$ cat src/rtl/dac_spi_receiver.sv
// AD5662-style SPI write-frame receiver: synchronizes the async SPI pins into dataclk,
// shifts in a frame on SCLK falling edges and publishes the 16-bit code plus power-down bits.
module dac_spi_receiver #(
   parameter int unsigned FRAME_BITS  = 24,
   parameter int unsigned SYNC_STAGES = 2
) (
   input  logic        dataclk,
   input  logic        reset,
   input  logic        en,
   input  logic        DAC_SYNC,
   input  logic        DAC_SCLK,
   input  logic        DAC_DIN,
   output logic [15:0] data_out,
   output logic [15:0] data_signed,
   output logic [1:0]  pd_mode,
   output logic        data_valid,
   output logic        abort_err,
   output logic        overrun_err,
   output logic        busy,
   output logic [15:0] frame_count
);

   localparam logic [4:0] LastCnt = 5'(FRAME_BITS - 1);

   typedef enum logic [1:0] {StIdle, StShift, StDone} state_e;

   logic [SYNC_STAGES-1:0] sync_meta_q, sclk_meta_q, din_meta_q;
   logic                   sclk_hist_q;
   logic                   sync_s, sclk_s, din_s, sclk_fall;

   state_e      state_q, state_d;
   logic [4:0]  cnt_q, cnt_d;
   logic [23:0] shift_q, shift_d;
   logic [15:0] data_out_q, data_out_d;
   logic [15:0] data_signed_q, data_signed_d;
   logic [1:0]  pd_mode_q, pd_mode_d;
   logic [15:0] frame_count_q, frame_count_d;
   logic        data_valid_q, data_valid_d;
   logic        abort_err_q, abort_err_d;
   logic        overrun_err_q, overrun_err_d;

   logic        take_bit;
   logic [4:0]  cnt_base;
   logic [23:0] shift_base;

   // SYNC idles high and SCLK low out of reset so no false frame start or edge appears.
   always_ff @(posedge dataclk) begin
      if (reset) begin
         sync_meta_q <= '1;
         sclk_meta_q <= '0;
         din_meta_q  <= '0;
         sclk_hist_q <= 1'b0;
      end else begin
         sync_meta_q[0] <= DAC_SYNC;
         sclk_meta_q[0] <= DAC_SCLK;
         din_meta_q[0]  <= DAC_DIN;
         for (int i = 1; i < SYNC_STAGES; i++) begin
            sync_meta_q[i] <= sync_meta_q[i-1];
            sclk_meta_q[i] <= sclk_meta_q[i-1];
            din_meta_q[i]  <= din_meta_q[i-1];
         end
         sclk_hist_q <= sclk_s;
      end
   end

   assign sync_s    = sync_meta_q[SYNC_STAGES-1];
   assign sclk_s    = sclk_meta_q[SYNC_STAGES-1];
   assign din_s     = din_meta_q[SYNC_STAGES-1];
   assign sclk_fall = sclk_hist_q & ~sclk_s;

   always_comb begin
      state_d       = state_q;
      cnt_d         = cnt_q;
      shift_d       = shift_q;
      data_out_d    = data_out_q;
      data_signed_d = data_signed_q;
      pd_mode_d     = pd_mode_q;
      frame_count_d = frame_count_q;
      data_valid_d  = 1'b0;
      abort_err_d   = 1'b0;
      overrun_err_d = 1'b0;
      take_bit      = 1'b0;
      cnt_base      = cnt_q;
      shift_base    = shift_q;

      if (!en) begin
         state_d = StIdle;
      end else begin
         unique case (state_q)
            StIdle: begin
               if (!sync_s) begin
                  // An edge coincident with the SYNC fall is the first (MSB) bit.
                  state_d    = StShift;
                  cnt_d      = '0;
                  shift_d    = '0;
                  cnt_base   = '0;
                  shift_base = '0;
                  take_bit   = sclk_fall;
               end
            end
            StShift: begin
               if (sync_s) begin
                  state_d     = StIdle;
                  abort_err_d = 1'b1;
               end else begin
                  take_bit = sclk_fall;
               end
            end
            StDone: begin
               if (sync_s) begin
                  state_d = StIdle;
               end else if (sclk_fall) begin
                  overrun_err_d = 1'b1;
               end
            end
            default: state_d = StIdle;
         endcase

         if (take_bit) begin
            shift_d = (shift_base << 1) | 24'(din_s);
            cnt_d   = cnt_base + 5'd1;
            if (cnt_base == LastCnt) begin
               state_d       = StDone;
               data_out_d    = shift_d[15:0];
               data_signed_d = {~shift_d[15], shift_d[14:0]};
               pd_mode_d     = shift_d[17:16];
               frame_count_d = frame_count_q + 16'd1;
               data_valid_d  = 1'b1;
            end
         end
      end
   end

   always_ff @(posedge dataclk) begin
      if (reset) begin
         state_q       <= StIdle;
         cnt_q         <= '0;
         shift_q       <= '0;
         data_out_q    <= '0;
         data_signed_q <= '0;
         pd_mode_q     <= '0;
         frame_count_q <= '0;
         data_valid_q  <= 1'b0;
         abort_err_q   <= 1'b0;
         overrun_err_q <= 1'b0;
      end else begin
         state_q       <= state_d;
         cnt_q         <= cnt_d;
         shift_q       <= shift_d;
         data_out_q    <= data_out_d;
         data_signed_q <= data_signed_d;
         pd_mode_q     <= pd_mode_d;
         frame_count_q <= frame_count_d;
         data_valid_q  <= data_valid_d;
         abort_err_q   <= abort_err_d;
         overrun_err_q <= overrun_err_d;
      end
   end

   assign data_out    = data_out_q;
   assign data_signed = data_signed_q;
   assign pd_mode     = pd_mode_q;
   assign frame_count = frame_count_q;
   assign data_valid  = data_valid_q;
   assign abort_err   = abort_err_q;
   assign overrun_err = overrun_err_q;
   assign busy        = (state_q != StIdle);

endmodule

$ cat config.mk
export PLATFORM = sky130hd
export DESIGN_NAME = dac_spi_receiver
export DESIGN_NICKNAME = d
export VERILOG_FILES = /design/src/rtl/dac_spi_receiver.sv
export SDC_FILE = /design/constraint.sdc
export NUM_CORES = 1
export LEC_CHECK = 0
export BUFFER_PORTS_ARGS = -buffer_cell sky130_fd_sc_hd__buf_2
export CAP_MARGIN = 30
export CORE_ASPECT_RATIO = 0.5
export CORE_UTILIZATION = 54
export DETAILED_ROUTE_END_ITERATION = 16
export PLACE_DENSITY = 0.79
export SLEW_MARGIN = 20
export SYNTH_ARGS = -nofsm -noshare
export SYNTH_HDL_FRONTEND = slang
export SYNTH_SLANG_ARGS = --single-unit
$ cat constraint.sdc
create_clock -name dataclk -period 3.2 [get_ports dataclk]
set_input_delay 0.16 -clock dataclk [delete_from_list [all_inputs] [get_ports dataclk]]
set_output_delay 0.16 -clock dataclk [all_outputs]
set_load 0.005 [all_outputs]
# [Word-level counts from Yosys, hierarchy flattened]
# Index checks and enable logic that the tools add are counted.
# W data, S select, Z words.
[totals] elab_cells=55 register_bits=91
[classes] n_reduce_logical=9 n_bitwise=8 n_eq_ne=3 addsub=2 n_mux=19
[op_table] operator="$mux W24" n=3
[op_table] operator="$or A24 B1 Y24" n=1
[op_table] operator="$mux W23" n=1
[op_table] operator="$mux W5" n=4
[op_table] operator="$add A16 B1 Y16 const B" n=1
[op_table] operator="$mux W2" n=4
[op_table] operator="$mux W1" n=6
[op_table] operator="$not A1 Y1" n=6
[op_table] operator="$reduce_or A2 Y1" n=3
[op_table] operator="$reduce_or A3 Y1" n=2
[op_table] operator="$add A5 B1 Y5 const B" n=1
[op_table] operator="$eq A5 B5 Y1 const B" n=1
[op_table] operator="$pmux W2 S2" n=1
[op_table] operator="$reduce_or A4 Y1" n=1
[op_table] operator="$reduce_and A3 Y1" n=1
[op_table] operator="$eq A2 B1 Y1 const B" n=1
[op_table] operator="$eq A2 B2 Y1 const B" n=1
[op_table] operator="$logic_not A2 Y1" n=1
[op_table] operator="$reduce_bool A2 Y1" n=1
[op_table] operator="$and A1 B1 Y1" n=1

# [Logic depth before layout (Yosys ltp)]
[logic_depth] ltp_word=7 ltp_mapped=12

# [Least setup slack after synthesis]
# Ideal clock, no wire load.
[synth_timing] path_type="register to register" start="reg state_q[0]" end="reg frame_count_q[9] (netlist: frame_count[9])" setup_time_ns=0.121 n_path_buf=3 stages_incl_launch_ff=12 arrival_ns=2.527 setup_slack_ns=0.552 cell_sequence="dfxtp_1 > inv_1 > ha_1 > nand2b_1 > buf_2 > buf_1 > and2_1 > ha_1 > nand4_2 > clkbuf_1 > nor4_1 > mux2_2"
[synth_via] elab_chain_cells=5 word_cells_on_any_way=9 classes_between="eq/ne: 2; mux: 4; reduce/logical: 3"
[synth_rtl] item="from (decl)" line_no="31" rtl="state_e state_q, state_d;"
[synth_rtl] item="from (signal assigned)" line_no="136" rtl="state_q <= StIdle;"
[synth_rtl] item="from (signal assigned)" line_no="147" rtl="state_q <= state_d;"
[synth_rtl] item="$logic_not A2 Y1 or $eq A2 B1 Y1 (tied branches)" line_no="89" rtl="unique case (state_q)"
[synth_rtl] item="$mux W5 or $reduce_or A2 Y1 (tied branches)"
[synth_rtl] item="$mux W5 or $mux W1 (tied branches)"
[synth_rtl] item="$eq A5 B5 Y1 or $mux W1 (tied branches)" line_no="122, 86"
[synth_rtl] item="$reduce_and A3 Y1 (no source line) *"
[synth_rtl] item="to (signal assigned)" line_no="153" rtl="frame_count_q <= frame_count_d;"
[synth_rtl] item="to (decl)" line_no="37" rtl="logic [15:0] frame_count_q, frame_count_d;"
# Every way passes the cells marked *; elsewhere a longest branch is shown, timed or not. The select of a mux whose other input is x is not followed.
# A chain may end at the register's enable or synchronous reset.

# [Worst setup path after layout]
# Same ends and word-level chain as after synthesis.

==> metrics.cfg <==
[power]
p_int_uw=1410
clock_power_share_pct=48.9
p_leak_uw=0.00142
switching_share_pct=20.3
p_per_area_mw_per_mm2=511
peakVddDrop_mv=0.272
p_sw_uw=360
pwr-share-comb_pct=2.3
seqPwrFrac_pct=48.7

[route]
via_count=2658
ant_nets=0
vias_per_cell=6.08
drt-initial-drc-count=211
route.detailed.drc=0
firstDrtPassIters=5
routedWlPerCell_um=15.6
drt_wl_total_um=6840

[sta]
setup_viol=0
relSlewSlack_pct=56.5
timing.fmax_mhz=346
post-route-period-util_pct=90.2
report.final.slew_viol_count=0
worst_pin_slew_ns=0.653
rsz0062_at_grt=false
fin_crit_ns=2.89
timing.setup.tns_ns=0
final-hold-violation-count=0
fin_skew_ns=0.00584

[layout]
drive_above_1_share_pct=24.0
synthToLayoutAreaGrowth_pct=15.9
nets=375
antenna_cells=0
fin_util_pct=67.6

[placement]
numPortBuffers=59
dp_hpwl_um=4410
place.gp.congestion=0.903

[yosys]
yosysTopAreaCell=dfxtp_1
yosysMostFrequentCell=dfxtp_1
syn-num-nets=339
synth_edf_count=0
synth_common_cells=dfxtp_1 (69), a21oi_1 (33), nand4_1 (21), o21ai_0 (21), or4_1 (21)
synth-warning-count=0
synth_cells=326
yosysUniqueCellTypes=42
yosys.area.top_type_share_pct=46.1
synthArstFlopShare_pct=0
syn_area_per_cell_sq_um=9.19
synth.cell_area_sq_mm=0.00300
synth_area_leaders=dfxtp_1 (46%), a21oi_1 (5.5%), a22o_1 (5.3%)
yosysSeqAreaShare_pct=46.1
synth_flop_cell=dfxtp_1
yosys_register_bits=69

[cts]
numCtsBuffers=9
path_clk_slew_ns=0.07
clock-root-buffer=clkbuf_8
cts_tree=built
clock_sinks=69
cts_buffer_depth=2
cts_max_level=3
worstSkewPairLatency_ns=0.34

[setup_path]
worst_path_largest_cell_delay_ns=0.40
slowest_stage=dfxtp_1
cp_max_fo=32
crit_path_cell_trace=inv_1, ha_1, nand2b_1, and2_1, ha_1, nand4_2, buf_12, nor4_1, mux2_2
start_kind=register
path_class=reg2reg
crit_path_end_kind=register
rrSetupSlack_ns=0.31
worstPathRequired_ns=3.43
cp_common_cell=ha_1
critPathArrivalTime_ns=3.12

[grt]
use_met1_pct=31.6
grt_usage_pct=24.6
grt_util_met3_pct=7.86
grt-busiest-layer=met2
grt_pass1_vias=2229
grt_max_degree=47
grt.met2_usage_pct=40.4
grt_overflow=0
grt_pass1_wl_um=10700
grt_antenna_before_repair=0

[flow_run]
drv_cap=0

[die]
die_area_sq_mm=0.00587
die_x_um=107
core_sq_mm=0.00513
rows=18
start_util_pct=58.3
die_h_um=54.7
ioPinCount=60

[worst_hold_path]
hp-class=in2reg

[outcome]
status=finished clean

[per-stage QoR]
step | instance area [sq um] | hold WS (ns) | power [uW] | cells | setup slack (ns)
2_1_floorplan | 3000 | 0.264 | 914 | 326 | 0.552
3_3_place_gp | 3200 | 0.346 | 923 | 419 | 0.549
3_5_place_dp | 3200 | 0.350 | 924 | 419 | 0.382
4_1_cts | 3460 | 0.0142 | 1790 | 436 | 0.362
5_1_grt | 3470 | 0.0424 | 1830 | 437 | 0.145
6_report | 3470 | 0.0264 | 1770 | 437 | 0.312
[worst paths after layout]
check | depth (start not counted) | end | from
setup / recovery | 9 | frame_count[9] | state_q[0]
setup reg to reg | 9 | frame_count[9] | state_q[0]
hold reg to reg | 1 | sync_meta_q[1] | sync_meta_q[0]
hold / removal | 2 | sclk_meta_q[0] | DAC_SCLK
[layer usage]
| layer | wire (um) | vias up |
|---|---|---|
| li1 | - | 1270 |
| met1 | 3170 | 1273 |
| met2 | 3080 | 107 |
| met3 | 542 | 8 |
| met4 | 40 | 0 |
| met5 | 0 | - |
[cells by family after synthesis]
family	after synthesis	share of synthesized area, %
flops	69	46.1
mux	2	0.710
simple gates	104	21.3
buf+inv	47	8.23
compound gates	97	20.8
fa+ha+maj	7	2.92
[area by class of cell]
type	instances	area, sq um
Inverter	7	26.3
Sequential cell	69	1380
Timing Repair Buffer	65	363
Clock buffer	10	138
Multi-Input combinational cell	210	1370
Fill cell	417	1660
Clock inverter	6	109
Tap cell	70	87.6
[flip-flops by register name, indices dropped and copies added (netlist names)]
register,flops
data_out,16
frame_count,16
data_signed,1
overrun_err,1
sclk_meta_q,2
state_q,2
data_valid,1
cnt_q,5
abort_err,1
shift_q,17
din_meta_q,2
sclk_hist_q,1
sync_meta_q,2
pd_mode,2
[worst max-delay path: cells and delay by family (launching register included)]
family | cells | cell delay [ns]
AND/OR/NAND/NOR | 4 | 1.14
buffers and inverters | 2 | 0.42
adder cells (fa/ha/maj) | 2 | 0.45
flip-flops | 1 | 0.40
multiplexers | 1 | 0.37
[power by group through the flow]
stage	logic, uW	registers [uW]	clock network, uW
final	41.4	865	868
after global routing	45.2	865	917
after CTS	40.6	865	881
after detailed placement	39.2	885	0
after global placement	38.4	885	0
after floorplan	30.2	884	0
[cells in the final DEF (no fill, tap or decap), types with 3 or more instances in the layout]
master,count
a22o_1,18
a22oi_1,3
nor2b_1,8
nand2b_1,5
or2_2,3
nand4_1,21
ha_1,7
a21oi_1,33
bufinv_16,3
dfxtp_1,69
o21ai_0,21
buf_2,59
clkbuf_8,10
or4_1,21
nor2_1,6
nand2_1,19
or3_1,3
nand3_1,6
buf_4,3
inv_1,7
o31ai_1,12
[what timing repair did]
| item | in CTS | in global routing |
|---|---|---|
| endpoints found under the hold margin | 1 | 0 |
| hold buffers | 1 | 0 |
| setup buffers | 0 | 0 |
| resized for setup | 0 | 0 |
(Power assumes the default switching activity.)
